<file path="src/rtl/pipe_hazard_ctrl.sv">
// pipe_hazard_ctrl: hazard and forwarding controller for the in-order MIPS pipeline.
// Tracks in-flight destination registers through DEPTH post-EX stages, each entry
// carrying the stage index at which its result becomes available. Produces the ID
// stall/bubble controls and the EX operand forwarding selects.
//
// Optional feature: define STALL_CNT_EN to build a saturating 32-bit stall-cycle
// counter on stall_cnt; when undefined there are no counter flops and stall_cnt is 0.
module pipe_hazard_ctrl #(
    parameter int RADDR_W = 5,
    parameter int DEPTH   = 2,
    parameter int SEL_W   = $clog2(DEPTH + 1)
) (
    input  logic               clock,
    input  logic               reset,
    input  logic               hold,
    input  logic               flush,
    input  logic               id_valid,
    input  logic [RADDR_W-1:0] id_rs,
    input  logic [RADDR_W-1:0] id_rt,
    input  logic               id_use_rs,
    input  logic               id_use_rt,
    input  logic [RADDR_W-1:0] id_rd,
    input  logic               id_regwrite,
    input  logic [SEL_W-1:0]   id_ready,
    output logic               stall,
    output logic               pc_write,
    output logic               ifid_write,
    output logic               bubble,
    output logic [SEL_W-1:0]   fwd_a,
    output logic [SEL_W-1:0]   fwd_b,
    output logic [31:0]        stall_cnt
);

    // One tracked instruction: does it write a register, which one, and the
    // stage index whose output register first holds the result.
    typedef struct packed {
        logic               valid;
        logic [RADDR_W-1:0] dst;
        logic [SEL_W-1:0]   rdy;
    } trk_t;

    // trk_q[0] is the instruction in EX, trk_q[k] the output of stage k.
    trk_t               trk_q [DEPTH+1];
    logic [RADDR_W-1:0] ex_rs_q;
    logic [RADDR_W-1:0] ex_rt_q;

    logic [SEL_W-1:0]   id_rdy_c;
    trk_t               id_entry;
    logic               haz_a;
    logic               haz_b;
    logic               hit_a;
    logic               hit_b;
    logic               fhit_a;
    logic               fhit_b;
    logic               accept;

    // Clamp the producer's ready stage into 1..DEPTH.
    // NOTE: every combinational output gets a default first so no path through
    // the block leaves it unassigned; that is what keeps latches from inferring.
    always_comb begin
        id_rdy_c = id_ready;
        if (id_ready == '0) begin
            id_rdy_c = SEL_W'(1);
        end else if (int'(id_ready) > DEPTH) begin
            id_rdy_c = SEL_W'(DEPTH);
        end
    end

    // Tracker entry for the ID instruction; writes of r0 or non-writers are stored invalid.
    always_comb begin
        id_entry.valid = id_regwrite && (id_rd != '0);
        id_entry.dst   = id_rd;
        id_entry.rdy   = id_rdy_c;
    end

    // Load-use detection: the youngest matching producer decides, older ones are shadowed.
    always_comb begin
        hit_a = 1'b0;
        hit_b = 1'b0;
        haz_a = 1'b0;
        haz_b = 1'b0;
        for (int k = 0; k < DEPTH; k++) begin
            if (!hit_a && id_use_rs && (id_rs != '0) &&
                trk_q[k].valid && (trk_q[k].dst == id_rs)) begin
                hit_a = 1'b1;
                haz_a = (int'(trk_q[k].rdy) > k + 1);
            end
            if (!hit_b && id_use_rt && (id_rt != '0) &&
                trk_q[k].valid && (trk_q[k].dst == id_rt)) begin
                hit_b = 1'b1;
                haz_b = (int'(trk_q[k].rdy) > k + 1);
            end
        end
    end

    // ID-stage control: a flushed or empty slot never stalls; hold freezes everything.
    always_comb begin
        stall      = id_valid && !flush && (haz_a || haz_b);
        pc_write   = !stall && !hold;
        ifid_write = !stall && !hold;
        bubble     = (stall || flush) && !hold;
        accept     = id_valid && !stall && !flush;
    end

    // EX forwarding: pick the youngest post-EX producer of each EX operand, if its result exists.
    always_comb begin
        fhit_a = 1'b0;
        fhit_b = 1'b0;
        fwd_a  = '0;
        fwd_b  = '0;
        for (int k = 1; k <= DEPTH; k++) begin
            if (!fhit_a && (ex_rs_q != '0) &&
                trk_q[k].valid && (trk_q[k].dst == ex_rs_q)) begin
                fhit_a = 1'b1;
                if (int'(trk_q[k].rdy) <= k) begin
                    fwd_a = SEL_W'(k);
                end
            end
            if (!fhit_b && (ex_rt_q != '0) &&
                trk_q[k].valid && (trk_q[k].dst == ex_rt_q)) begin
                fhit_b = 1'b1;
                if (int'(trk_q[k].rdy) <= k) begin
                    fwd_b = SEL_W'(k);
                end
            end
        end
    end

    // Tracker advance: shift one stage per unheld edge, EX slot gets the ID instruction or a bubble.
    // NOTE: sequential state uses non-blocking assignments so the shift reads every
    // entry's old value; blocking here would ripple one entry through the whole chain.
    always_ff @(posedge clock or negedge reset) begin
        if (!reset) begin
            // The tracker is a handful of flops whose valid bits gate every
            // hazard decision, so all entries clear on reset.
            for (int k = 0; k <= DEPTH; k++) begin
                trk_q[k] <= '0;
            end
            ex_rs_q <= '0;
            ex_rt_q <= '0;
        end else if (!hold) begin
            for (int k = 0; k < DEPTH; k++) begin
                trk_q[k+1] <= trk_q[k];
            end
            if (accept) begin
                trk_q[0] <= id_entry;
                ex_rs_q  <= id_use_rs ? id_rs : '0;
                ex_rt_q  <= id_use_rt ? id_rt : '0;
            end else begin
                trk_q[0] <= '0;
                ex_rs_q  <= '0;
                ex_rt_q  <= '0;
            end
        end
    end

`ifdef STALL_CNT_EN
    logic [31:0] stall_cnt_q;

    // Saturating count of edges on which ID was held back by a hazard.
    always_ff @(posedge clock or negedge reset) begin
        if (!reset) begin
            stall_cnt_q <= '0;
        end else if (stall && !hold && (stall_cnt_q != 32'hFFFF_FFFF)) begin
            stall_cnt_q <= stall_cnt_q + 32'd1;
        end
    end

    assign stall_cnt = stall_cnt_q;
`else
    assign stall_cnt = 32'h0;
`endif

endmodule

</file>
<file path="config.mk">
export PLATFORM = sky130hd
export DESIGN_NAME = pipe_hazard_ctrl
export DESIGN_NICKNAME = d
export VERILOG_FILES = /design/src/rtl/pipe_hazard_ctrl.sv
export SDC_FILE = /design/constraint.sdc
export NUM_CORES = 1
export LEC_CHECK = 0
export CAP_MARGIN = 20
export CORE_ASPECT_RATIO = 1.5
export CORE_MARGIN = 5
export CORE_UTILIZATION = 47
export DETAILED_ROUTE_END_ITERATION = 12
export PLACE_DENSITY = 0.8
export SKIP_CTS_REPAIR_TIMING = 1
export SYNTH_ARGS = -nofsm -noshare
export SYNTH_HDL_FRONTEND = slang
export SYNTH_SLANG_ARGS = --single-unit
</file>
<file path="constraint.sdc">
create_clock -name clock -period 3.25 [get_ports clock]
set_clock_uncertainty 0.15 [all_clocks]
set_input_delay 0.65 -clock clock [delete_from_list [all_inputs] [get_ports clock]]
set_output_delay 0.65 -clock clock [all_outputs]
set_load 0.005 [all_outputs]
</file>
==> key figures, run 1 <==
Cells and area
  • Commonest cells after routing, fill and taps aside: 34 x sky130_fd_sc_hd__dfrtp_1, 32 x sky130_fd_sc_hd__conb_1, 30 x sky130_fd_sc_hd__xnor2_1
  • Fraction of final layout cells with drive strength greater than 1: between 20 and 25%
  • Share of the core filled with cells in the final layout: 60.5%
  • Fin area: roughly 2700 um2
  • Area growth, synth to finish: 26.4%
  • Number of filler instances in the final layout: ~370
  • Inserted Diodes: 0
  • Net count, final: between 200 and 300
  • Most common library cell in the layout ignoring fill and taps: sky130_fd_sc_hd__dfrtp_1

Die
  • Die extent in y: between 90 and 100 um
  • Area of the placeable core: around 4500 um2
  • Number of top-level pins: 65
  • DIE AREA: 6030 um2
  • Die outline width: between 60 and 70 um
  • Initial cell density of the core: a little under half
  • Row count: 30

GRT
  • Initial antenna violation count: 0
  • Overall routing resource usage: between 10% and 20%
  • Vias in the first global route: ~1.5k
  • Total gr overflow: 0
  • First-pass GRT wire length: around 7300 um
  • Pin count of the biggest net entering global routing: 36

Place
  • Placer's final routability congestion estimate: 0.813
  • IO buf count: 31
  • Final HPWL DP: between 3000 and 4000 um
  • Standard cell area after detailed placement: between 2000 and 2500 um2

Setup path
  • Critical Path RT: about 2.5 ns
  • CP startpoint kind: primary input
  • Endpoint class of the critical path: output port
  • Worst path most repeated cell: sky130_fd_sc_hd__buf_4
  • Data arrival at the endpoint of the critical path: around 2.5 ns
  • Slowest library cell on the worst path: sky130_fd_sc_hd__or4_4
  • Cells traversed along the worst timing path: dlymetal6s2s_1 -> or4_4 -> o21ai_4 -> nor3_2 -> buf_4 -> o21ai_0 -> buf_4 -> a31o_4 -> a21oi_2 -> buf_2
  • Critical path buffers and inverters: 4
  • Maximum cell stage delay along the critical path: ~0.55 ns
  • Maximum fanout along the worst path: 2
  • Gate family responsible for the most delay along the worst path: compound AO/OA/AOI/OAI gates
  • Kind of critical path: primary input to output port

STA
  • Final critical path time including I/O delays and setup: roughly 3.3 ns
  • Share of the cycle needed by the critical path after routing: 100%
  • Fmax: between 0.3 and 0.4 GHz
  • Minimum setup slack in the final design: -0.00278 ns
  • Number of pins with negative max-slew slack in the final report: 0
  • Final setup violating endpoints: 1
  • Worst hold slack after final layout: ~0.35 ns
  • Final Hold Violating Endpoints: 0

Run status
  • Status: finished with violations
  • Violations in the final reports: negative setup slack

Clocking
  • Sink Count: 34
  • Clock tree root buffer cell: sky130_fd_sc_hd__clkbuf_8
  • Clock buffer depth: 2
  • Max H-tree Level: 2
  • Clock slew at reported path FFs: ~0.060 ns
  • TritonCTS clock tree: built
  • Cts bufs inserted: 5
  • Worst-Skew Late Latency: 0.28 ns

Yosys
  • Number of flops mapped to enable cells by yosys: 0
  • Adder-cell share of the synthesized area: 0%
  • Synthesis-stage register bit count: 34
  • Synthesized-area fraction occupied by xor and xnor cells: 16.4%
  • Portion of netlist area occupied by mux cells: approximately 8.4%
  • Warnings from Yosys: 0
  • Netlist area before placement: ~2100 um2
  • Seq/Total Area, Yosys: approximately two fifths
  • Predominant post-synthesis flop cell: sky130_fd_sc_hd__dfrtp_1
  • Fraction of registers with async set or reset after synthesis: 100%
  • Area fraction in and, or, nand and nor cells after synthesis: 10.1%
  • Synth cell types: 30
  • Syn avg cell area: about 11 um2
  • Gate count of the mapped netlist: 202
  • Dominant combinational cell family by area after synthesis: XOR/XNOR gates
  • Synth Area in Compound Gates: about a tenth

Flow run
  • Number of max-capacitance violations reported: 0

Power
  • Peak supply drop: ~0.33 mV
  • Relative contribution of the clock network to total power: a little under a third
  • Power per standard cell area: between 300 and 400 nW/um2
  • Net Sw Frac: around 27%
  • Net Sw Power: between 200 and 300 uW
  • Proportion of power drawn by flip-flops and latches: roughly half
  • Cell internal pwr: between 700 and 800 uW
  • Final total power: approximately 1000 uW
  • Logic gate share of total power: 20.3%
  • Static leakage: 0.00131 uW

Drt
  • Detailed router's first-iteration violation count: 20
  • Detail-routed net length per standard cell: approximately 17 um
  • Remaining number of nets flagged by the antenna check after routing: 0
  • Via count: between 1.5k and 2k
  • DRC violation count after routing: 0
  • Detailed-route vias per instance: around 5.3
  • Count of TritonRoute iterations in the first routing pass: 4
  • Total wire length: approximately 4900 um

Hold path
  • Kind of path behind the tightest hold check: flip-flop to flip-flop
[power groups by stage]
| stage | clock network [uW] | logic (uW) | registers, uW |
|---|---|---|---|
| finish | 312 | 204 | 487 |
| global route | 334 | 223 | 490 |
| CTS | 319 | 193 | 487 |
| detailed placement | 0 | 192 | 494 |
| global placement | 0 | 186 | 493 |
| floorplan | 0 | 146 | 477 |
[per-stage QoR]
step | setup TNS (ns) | std cells | setup WS [ns]
floorplan | 0 | 233 | 0.191
global placement | -2.93 | 288 | -0.778
detailed placement | -3.18 | 288 | -0.803
CTS | -3.02 | 296 | -0.803
global route | -0.204 | 298 | -0.0820
finish | -0.00278 | 298 | -0.00278
[metal layers]
metal  up-vias  wire length (um)  track usage, %
met5         -                 0               0
met4         0               190            7.96
met3        14               254            2.55
met2        59              2680            32.2
met1       777              1820            15.2
li1        743                 -               -
[cells in the mapped netlist (all sizes together), types with 2 or more instances]
cell type	number	share of area, %
or4	4	1.4
o21ai	3	0.70
xor2	10	4.1
nand2	6	1.1
mux2	16	8.4
nor3	3	0.70
nand4	6	1.8
or3	2	0.59
nor4	6	1.8
clkbuf	8	1.4
a32o	11	5.1
buf	36	13
nor2	5	0.88
dfrtp	34	40
xnor2	30	12
nand3	3	0.70
inv	3	0.53
nor2b	2	0.59
a22o	7	2.9
[sequential cells by signal (all words and copies together) (netlist names)]
name	cells
ex_rs_q	5
ex_rt_q	5
trk_q	24
[worst paths after layout]
path	from	to	slack (ns)	depth (start not counted)
hold / removal	trk_q[16]	trk_q[16]	0.35	1
hold reg to reg	trk_q[16]	trk_q[16]	0.35	1
min in group asynchronous	reset	ex_rs_q[0]	0.62	2
max in group asynchronous	reset	trk_q[16]	2.01	2
setup / recovery	id_rt[2]	bubble	-0.003	10
setup reg to reg	trk_q[10]	ex_rt_q[0]	0.80	7
[cells by family (layout without fill, tap and decap cells)]
group	count (synthesis)	in the layout
mux	16	16
flops	34	34
xor+xnor	40	40
buf+inv	47	64
compound gates	25	25
other cells	1	32
simple gates	39	39
[final cells by class]
| class | instances | area (um2) | share of cell area, % |
|---|---|---|---|
| clock inverters | 1 | 5.00 | 0.185 |
| well taps | 48 | 60.1 | 2.22 |
| repair buffers | 53 | 526 | 19.4 |
| flip-flops and latches | 34 | 851 | 31.5 |
| inverters | 3 | 11.3 | 0.416 |
| clock buffers | 7 | 86.3 | 3.19 |
| multi-input cells | 152 | 1160 | 43.1 |
No activity file was read; power rests on OpenSTA's default activity.
==> inputs of run 2 (changes only) <==
Settings changed: CORE_MARGIN 5 to 1, RECOVER_POWER from default to 50, SETUP_SLACK_MARGIN from default to 0.5.
==> key figures, run 2 (synthesis results as in run 1) <==
Hold path
  • Hold Path Sink: trk_q[7]
  • Kind of path behind the tightest hold check: flip-flop to flip-flop
  • Worst hold stages: 1 (unchanged)
  • Hold path startpoint: trk_q[7]

GRT
  • First-pass GRT wire length: 7150 um (-2.4%)
  • Pin count of the biggest net entering global routing: 35 (-2.8%)
  • Total gr overflow: 0 (unchanged)
  • Initial antenna violation count: 0 (unchanged)
  • Busiest layer in global routing: met2
  • Vias in the first global route: 1,510 (-2.2%)
  • Met3 Use GR: 3.39% (+0.84 points)
  • Global-route met2 utilization: 35.2% (+3.0 points)
  • Global Route met1 Usage: 22.1% (+6.9 points)
  • Overall routing resource usage: 19.7% (+3.6 points)

Drt
  • DRC violation count after routing: 13 (+13)
  • Remaining number of nets flagged by the antenna check after routing: 0 (unchanged)
  • Detailed-route vias per instance: 5.44 (+1.8%)
  • Total wire length: 4980 um (+0.69%)
  • Count of TritonRoute iterations in the first routing pass: 8 (+4)
  • Detailed router's first-iteration violation count: 44 (+120%)
  • Detail-routed net length per standard cell: 16.1 um (-3.2%)
  • Via count: 1,687 (+5.9%)

Setup path
  • Maximum fanout along the worst path: 3 (+1)
  • Endpoint class of the critical path: output port
  • Data arrival at the endpoint of the critical path: 2.43 ns (-0.02 ns)
  • Worst reg2reg path endpoint: ex_rt_q[3]
  • Critical Path RT: 2.45 ns (about the same)
  • Launch instance of the worst register-to-register path: trk_q[9]
  • CP startpoint kind: primary input
  • Kind of critical path: primary input to output port
  • Worst reg-to-reg setup slack: 0.79 ns (about the same)
  • Logic depth of the worst register-to-register path: 7 (unchanged)

Cells and area
  • Number of filler instances in the final layout: 334 (-9.2%)
  • Net count, final: 288 (+5.1%)
  • Commonest cells after routing, fill and taps aside: 32 x sky130_fd_sc_hd__conb_1, 32 x sky130_fd_sc_hd__buf_4, 27 x sky130_fd_sc_hd__xnor2_1
  • Area growth, synth to finish: 31.9%
  • Inserted Diodes: 0 (unchanged)
  • Max reg flops: 24 (unchanged)
  • Fin area: 2820 um2 (+4.4%)
  • Most flop-heavy register: trk_q
  • Top Registers: trk_q x24, ex_rs_q x5, ex_rt_q x5
  • Fraction of final layout cells with drive strength greater than 1: 37.5% (+13 points)

Power
  • Net Sw Power: 283 uW (+5.1%)
  • Net Sw Frac: 27.4% (+0.52 points)
  • Power per standard cell area: 367 nW/um2 (-1.2%)
  • Peak supply drop: 0.362 mV (+10%)
  • Static leakage: 0.00137 uW (+4.1%)
  • Proportion of power drawn by flip-flops and latches: 47.5% (-1.1 points)
  • Logic gate share of total power: 22.1% (+1.8 points)
  • Relative contribution of the clock network to total power: 30.5% (-0.6 points)
  • Cell internal pwr: 751 uW (+2.4%)

Die
  • Initial cell density of the core: 49.9% (+2.1 points)
  • Area of the placeable core: 4280 um2 (-4.1%)
  • Die extent in y: 84.6 um (-8.6%)
  • Number of top-level pins: 65 (unchanged)
  • Row count: 29 (-3.3%)
  • DIE AREA: 4830 um2 (-20%)
  • Die outline width: 57.1 um (-12%)

Place
  • Placer's final routability congestion estimate: 0.912 (+12%)
  • IO buf count: 31 (unchanged)
  • Pre-CTS setup slack: -0.689 ns (+0.114 ns)
  • Standard cell area after detailed placement: 2480 um2 (-0.10%)
  • Final HPWL DP: 3260 um (-9.9%)

Clocking
  • TritonCTS clock tree: built
  • Worst-Skew Late Latency: 0.28 ns (about the same)
  • Clock buffer depth: 2 (unchanged)
  • Clock slew at reported path FFs: 0.06 ns (about the same)
  • Sink Count: 34 (unchanged)
  • Max H-tree Level: 2 (unchanged)
  • Cts bufs inserted: 5 (unchanged)
  • Clock tree root buffer cell: sky130_fd_sc_hd__clkbuf_8

STA
  • Final critical path time including I/O delays and setup: 3.23 ns (-0.0250 ns)
  • Final setup violating endpoints: 0 (-1)
  • Minimum setup slack in the final design: 0.0222 ns (+0.0250 ns)
  • RSZ-0062 raised after global routing: true
  • Worst max-slew margin expressed relative to the limit: -20.2%
  • Share of the cycle needed by the critical path after routing: 99.3% (-0.77 points)
  • Transition at the pin with the smallest max-transition slack: 1.80 ns
  • Final Hold Violating Endpoints: 0 (unchanged)
  • Fmax: 0.310 GHz (+0.77%)
  • Number of pins with negative max-slew slack in the final report: 35 (+35)

Flow run
  • Number of max-capacitance violations reported: 1 (+1)

Run status
  • Status: finished with violations
  • Violations in the final reports: design-rule violations, max-capacitance violations, max-slew violations
==> run 2: changes by cell type in the layout (fill, tap and decap cells not counted), moves of 3 or more <==
cell                              previous run  this run
sky130_fd_sc_hd__clkdlybuf4s50_1            16        11
sky130_fd_sc_hd__dfrtp_1                    34        25
sky130_fd_sc_hd__dfrtp_2                     0         9
sky130_fd_sc_hd__xnor2_2                     0         3
sky130_fd_sc_hd__buf_4                      17        32
sky130_fd_sc_hd__xnor2_1                    30        27
==> run 2: cell type report <==
type | instances | area, um2 | share of cell area (%)
clock buffer | 7 | 86.3 | 3.06
clock inverter | 1 | 5.00 | 0.177
inverter | 3 | 11.3 | 0.399
multi-input combinational | 152 | 1220 | 43.2
sequential | 34 | 862 | 30.6
tap | 46 | 57.6 | 2.04
timing repair buffer | 67 | 579 | 20.5
==> run 2: critical path, stage by stage <==
cell	delay, ns
sky130_fd_sc_hd__buf_6	0.09
sky130_fd_sc_hd__or4_4	0.53
sky130_fd_sc_hd__o21ai_4	0.21
sky130_fd_sc_hd__nor3_4	0.06
sky130_fd_sc_hd__or3_4	0.38
sky130_fd_sc_hd__and3_4	0.19
sky130_fd_sc_hd__o21ba_4	0.21
sky130_fd_sc_hd__buf_6	0.11
==> run 2: power by group through the flow <==
stage / combinational [uW] / sequential, uW / clock (uW)
2_1_floorplan: 148 / 477 / 0
3_3_place_gp: 182 / 496 / 0
3_5_place_dp: 186 / 497 / 0
4_1_cts: 187 / 489 / 323
5_1_grt: 247 / 494 / 346
6_report: 228 / 491 / 315
==> run 2: worst max-delay path by stage <==
stage	from	end	slack, ns	cells past startpoint
floorplan	id_rt[3]	pc_write	0.27	7
global placement	id_rs[0]	bubble	-0.68	8
detailed placement	id_rs[0]	bubble	-0.69	8
CTS	id_rs[0]	bubble	-0.70	8
global route	id_rt[0]	bubble	-0.008	8
finish	id_rs[3]	ifid_write	0.02	8
==> run 2: stage by stage <==
stage / util [%] / setup TNS, ns / total power, uW / hold WS, ns / cells
after global routing: 65.9 / -0.0132 / 1090 / 0.379 / 310
after CTS: 60.0 / -2.65 / 999 / 0.361 / 292
final: 65.9 / 0 / 1030 / 0.358 / 310
after floorplan: - / 0 / 624 / 0.204 / 233
after global placement: 57.9 / -2.57 / 678 / 0.335 / 284
after detailed placement: 57.9 / -2.62 / 684 / 0.346 / 284
==> run 2: metal layers <==
metal	wire, um	vias up	share of wire [%]
li1	-	776	-
met1	1820	823	36
met2	2770	74	56
met3	197	14	4.0
met4	193	0	3.9
met5	0	-	0
==> inputs of run 3 (changes only) <==
Settings changed: CORE_UTILIZATION 47 to 49, CTS_BUF_LIST from default to sky130_fd_sc_hd__clkbuf_8, PLACE_DENSITY 0.8 to 0.86.
==> key figures, run 3 (synthesis results as in run 1) <==
Cells and area
  • Max reg flops: 24 (unchanged)
  • Top Registers: trk_q x24, ex_rs_q x5, ex_rt_q x5
  • Area growth, synth to finish: 26.9%
  • Fraction of final layout cells with drive strength greater than 1: 30.3% (-7.2 points)
  • Share of the core filled with cells in the final layout: 64.5% (-1.4 points)
  • Fin area: 2710 um2 (-3.8%)
  • Net count, final: 278 (-3.5%)
  • Number of filler instances in the final layout: 309 (-7.5%)
  • Most common library cell in the layout ignoring fill and taps: sky130_fd_sc_hd__conb_1
  • Inserted Diodes: 0 (unchanged)
  • Commonest cells after routing, fill and taps aside: 32 x sky130_fd_sc_hd__conb_1, 30 x sky130_fd_sc_hd__xnor2_1, 30 x sky130_fd_sc_hd__dfrtp_1
  • Most flop-heavy register: trk_q

Drt
  • Detail-routed net length per standard cell: 15.6 um (-3.0%)
  • Count of TritonRoute iterations in the first routing pass: 4 (-4)
  • Via count: 1,621 (-3.9%)
  • DRC violation count after routing: 0 (-13)
  • Remaining number of nets flagged by the antenna check after routing: 0 (unchanged)
  • Total wire length: 4680 um (-6.1%)
  • Detailed router's first-iteration violation count: 54 (+23%)
  • Detailed-route vias per instance: 5.40 (-0.71%)

Place
  • Final HPWL DP: 3420 um (+5.0%)
  • IO buf count: 31 (unchanged)
  • Standard cell area after detailed placement: 2480 um2 (unchanged)
  • Placer's final routability congestion estimate: 0.865 (-5.1%)

GRT
  • Total gr overflow: 0 (unchanged)
  • Pin count of the biggest net entering global routing: 35 (unchanged)
  • Initial antenna violation count: 0 (unchanged)
  • Overall routing resource usage: 20.3% (+0.60 points)
  • First-pass GRT wire length: 7370 um (+3.1%)
  • Vias in the first global route: 1,610 (+6.6%)

Setup path
  • Cells traversed along the worst timing path: clkdlybuf4s50_1 -> o21ai_4 -> buf_4 -> buf_4 -> or3_4 -> and3_4 -> o21ba_4 -> buf_6
  • Worst path most repeated cell: sky130_fd_sc_hd__buf_4
  • Critical Path RT: 2.45 ns (about the same)
  • Maximum cell stage delay along the critical path: 0.54 ns (about the same)
  • Data arrival at the endpoint of the critical path: 2.44 ns (about the same)
  • CP startpoint kind: primary input
  • Maximum fanout along the worst path: 3 (unchanged)
  • Slowest library cell on the worst path: sky130_fd_sc_hd__clkdlybuf4s50_1
  • Kind of critical path: primary input to output port
  • Endpoint class of the critical path: output port

Die
  • Die outline width: 55.9 um (-2.0%)
  • Die extent in y: 82.9 um (-2.0%)
  • Number of top-level pins: 65 (unchanged)
  • Area of the placeable core: 4210 um2 (-1.7%)
  • Initial cell density of the core: 50.8% (+0.86 points)
  • Row count: 29 (unchanged)
  • DIE AREA: 4640 um2 (-4.0%)

Power
  • Peak supply drop: 0.453 mV (+25%)
  • Static leakage: 0.00134 uW (-2.0%)
  • Power per standard cell area: 372 nW/um2 (+1.4%)

Flow run
  • Number of max-capacitance violations reported: 1 (unchanged)

STA
  • Share of the cycle needed by the critical path after routing: 99.6% (+0.27 points)
  • Worst hold slack after final layout: 0.353 ns (-0.00467 ns)
  • RSZ-0062 raised after global routing: true
  • Number of pins with negative max-slew slack in the final report: 35 (unchanged)
  • Fmax: 0.309 GHz (-0.27%)
  • Transition at the pin with the smallest max-transition slack: 1.77 ns (-0.0276 ns)
  • Final critical path time including I/O delays and setup: 3.24 ns (+0.00875 ns)
  • Worst max-slew margin expressed relative to the limit: -18.3% (+1.8 points)
  • Final Hold Violating Endpoints: 0 (unchanged)
  • Final setup violating endpoints: 0 (unchanged)

Clocking
  • TritonCTS clock tree: built
  • Cts bufs inserted: 5 (unchanged)
  • Worst-Skew Late Latency: 0.28 ns (about the same)
  • Sink Count: 34 (unchanged)
  • Clock tree root buffer cell: sky130_fd_sc_hd__clkbuf_8
  • Max H-tree Level: 2 (unchanged)
  • Clock buffer depth: 2 (unchanged)
  • Clock slew at reported path FFs: 0.07 ns (about the same)

Run status
  • Status: finished with violations
  • Violations in the final reports: max-capacitance violations, max-slew violations

Hold path
  • Kind of path behind the tightest hold check: flip-flop to flip-flop
==> run 3: cell count changes in the layout (fill, tap and decap cells not counted), moves of 2 or more <==
cell	previous run	this run
sky130_fd_sc_hd__buf_4	32	22
sky130_fd_sc_hd__dfrtp_2	9	4
sky130_fd_sc_hd__nor2b_1	0	2
sky130_fd_sc_hd__xnor2_1	27	30
sky130_fd_sc_hd__clkbuf_1	3	1
sky130_fd_sc_hd__dfrtp_1	25	30
sky130_fd_sc_hd__xnor2_2	3	0
sky130_fd_sc_hd__nor2b_2	2	0
sky130_fd_sc_hd__dlymetal6s2s_1	9	11
==> run 3: final timing paths <==
kind	start	end	slack [ns]	cells after the start
hold / removal	trk_q[7]	trk_q[7]	0.35	1
min in group asynchronous	reset	trk_q[11]	1.23	2
setup reg to reg	trk_q[10]	ex_rs_q[4]	0.91	7
hold reg to reg	trk_q[7]	trk_q[7]	0.35	1
setup / recovery	id_use_rt	pc_write	0.01	8
max in group asynchronous	reset	trk_q[10]	0.58	2
==> run 3: routing by layer <==
layer / global-route usage (%) / up-vias / wire [um]
met4: 11.1 / 0 / 137
met1: 22.0 / 794 / 1750
met2: 37.6 / 64 / 2600
met5: 0 / - / 0
li1: - / 753 / -
met3: 2.49 / 10 / 191
==> run 3: worst max-delay path, delay by kind of cell <==
kind / cells / cell delay, ns
AOI/OAI and AO/OA: 2 / 0.30
and+or+nand+nor: 2 / 0.56
buffers and inverters: 4 / 0.92
==> run 3: area by class of cell <==
| class | count | area [um2] | share of cell area [%] |
|---|---|---|---|
| clock buffer | 6 | 82.6 | 3.04 |
| clock inverter | 2 | 8.76 | 0.323 |
| sequential | 34 | 856 | 31.5 |
| multi-input combinational | 152 | 1180 | 43.4 |
| tap | 46 | 57.6 | 2.12 |
| inverter | 3 | 11.3 | 0.415 |
| timing repair buffer | 57 | 520 | 19.2 |
==> run 3: power by group <==
group	internal (uW)	switching (uW)
combinational	117	93.0
clock	167	144
sequential	451	37.1
==> run 3: through the flow <==
step,total power (uW),setup TNS [ns],std cells,setup WS (ns)
floorplan,624,0,233,0.272
global placement,678,-2.58,284,-0.686
detailed placement,686,-3.02,284,-0.728
CTS,991,-2.78,292,-0.730
global route,1060,-0.00914,300,-0.00385
finish,1010,0,300,0.0134
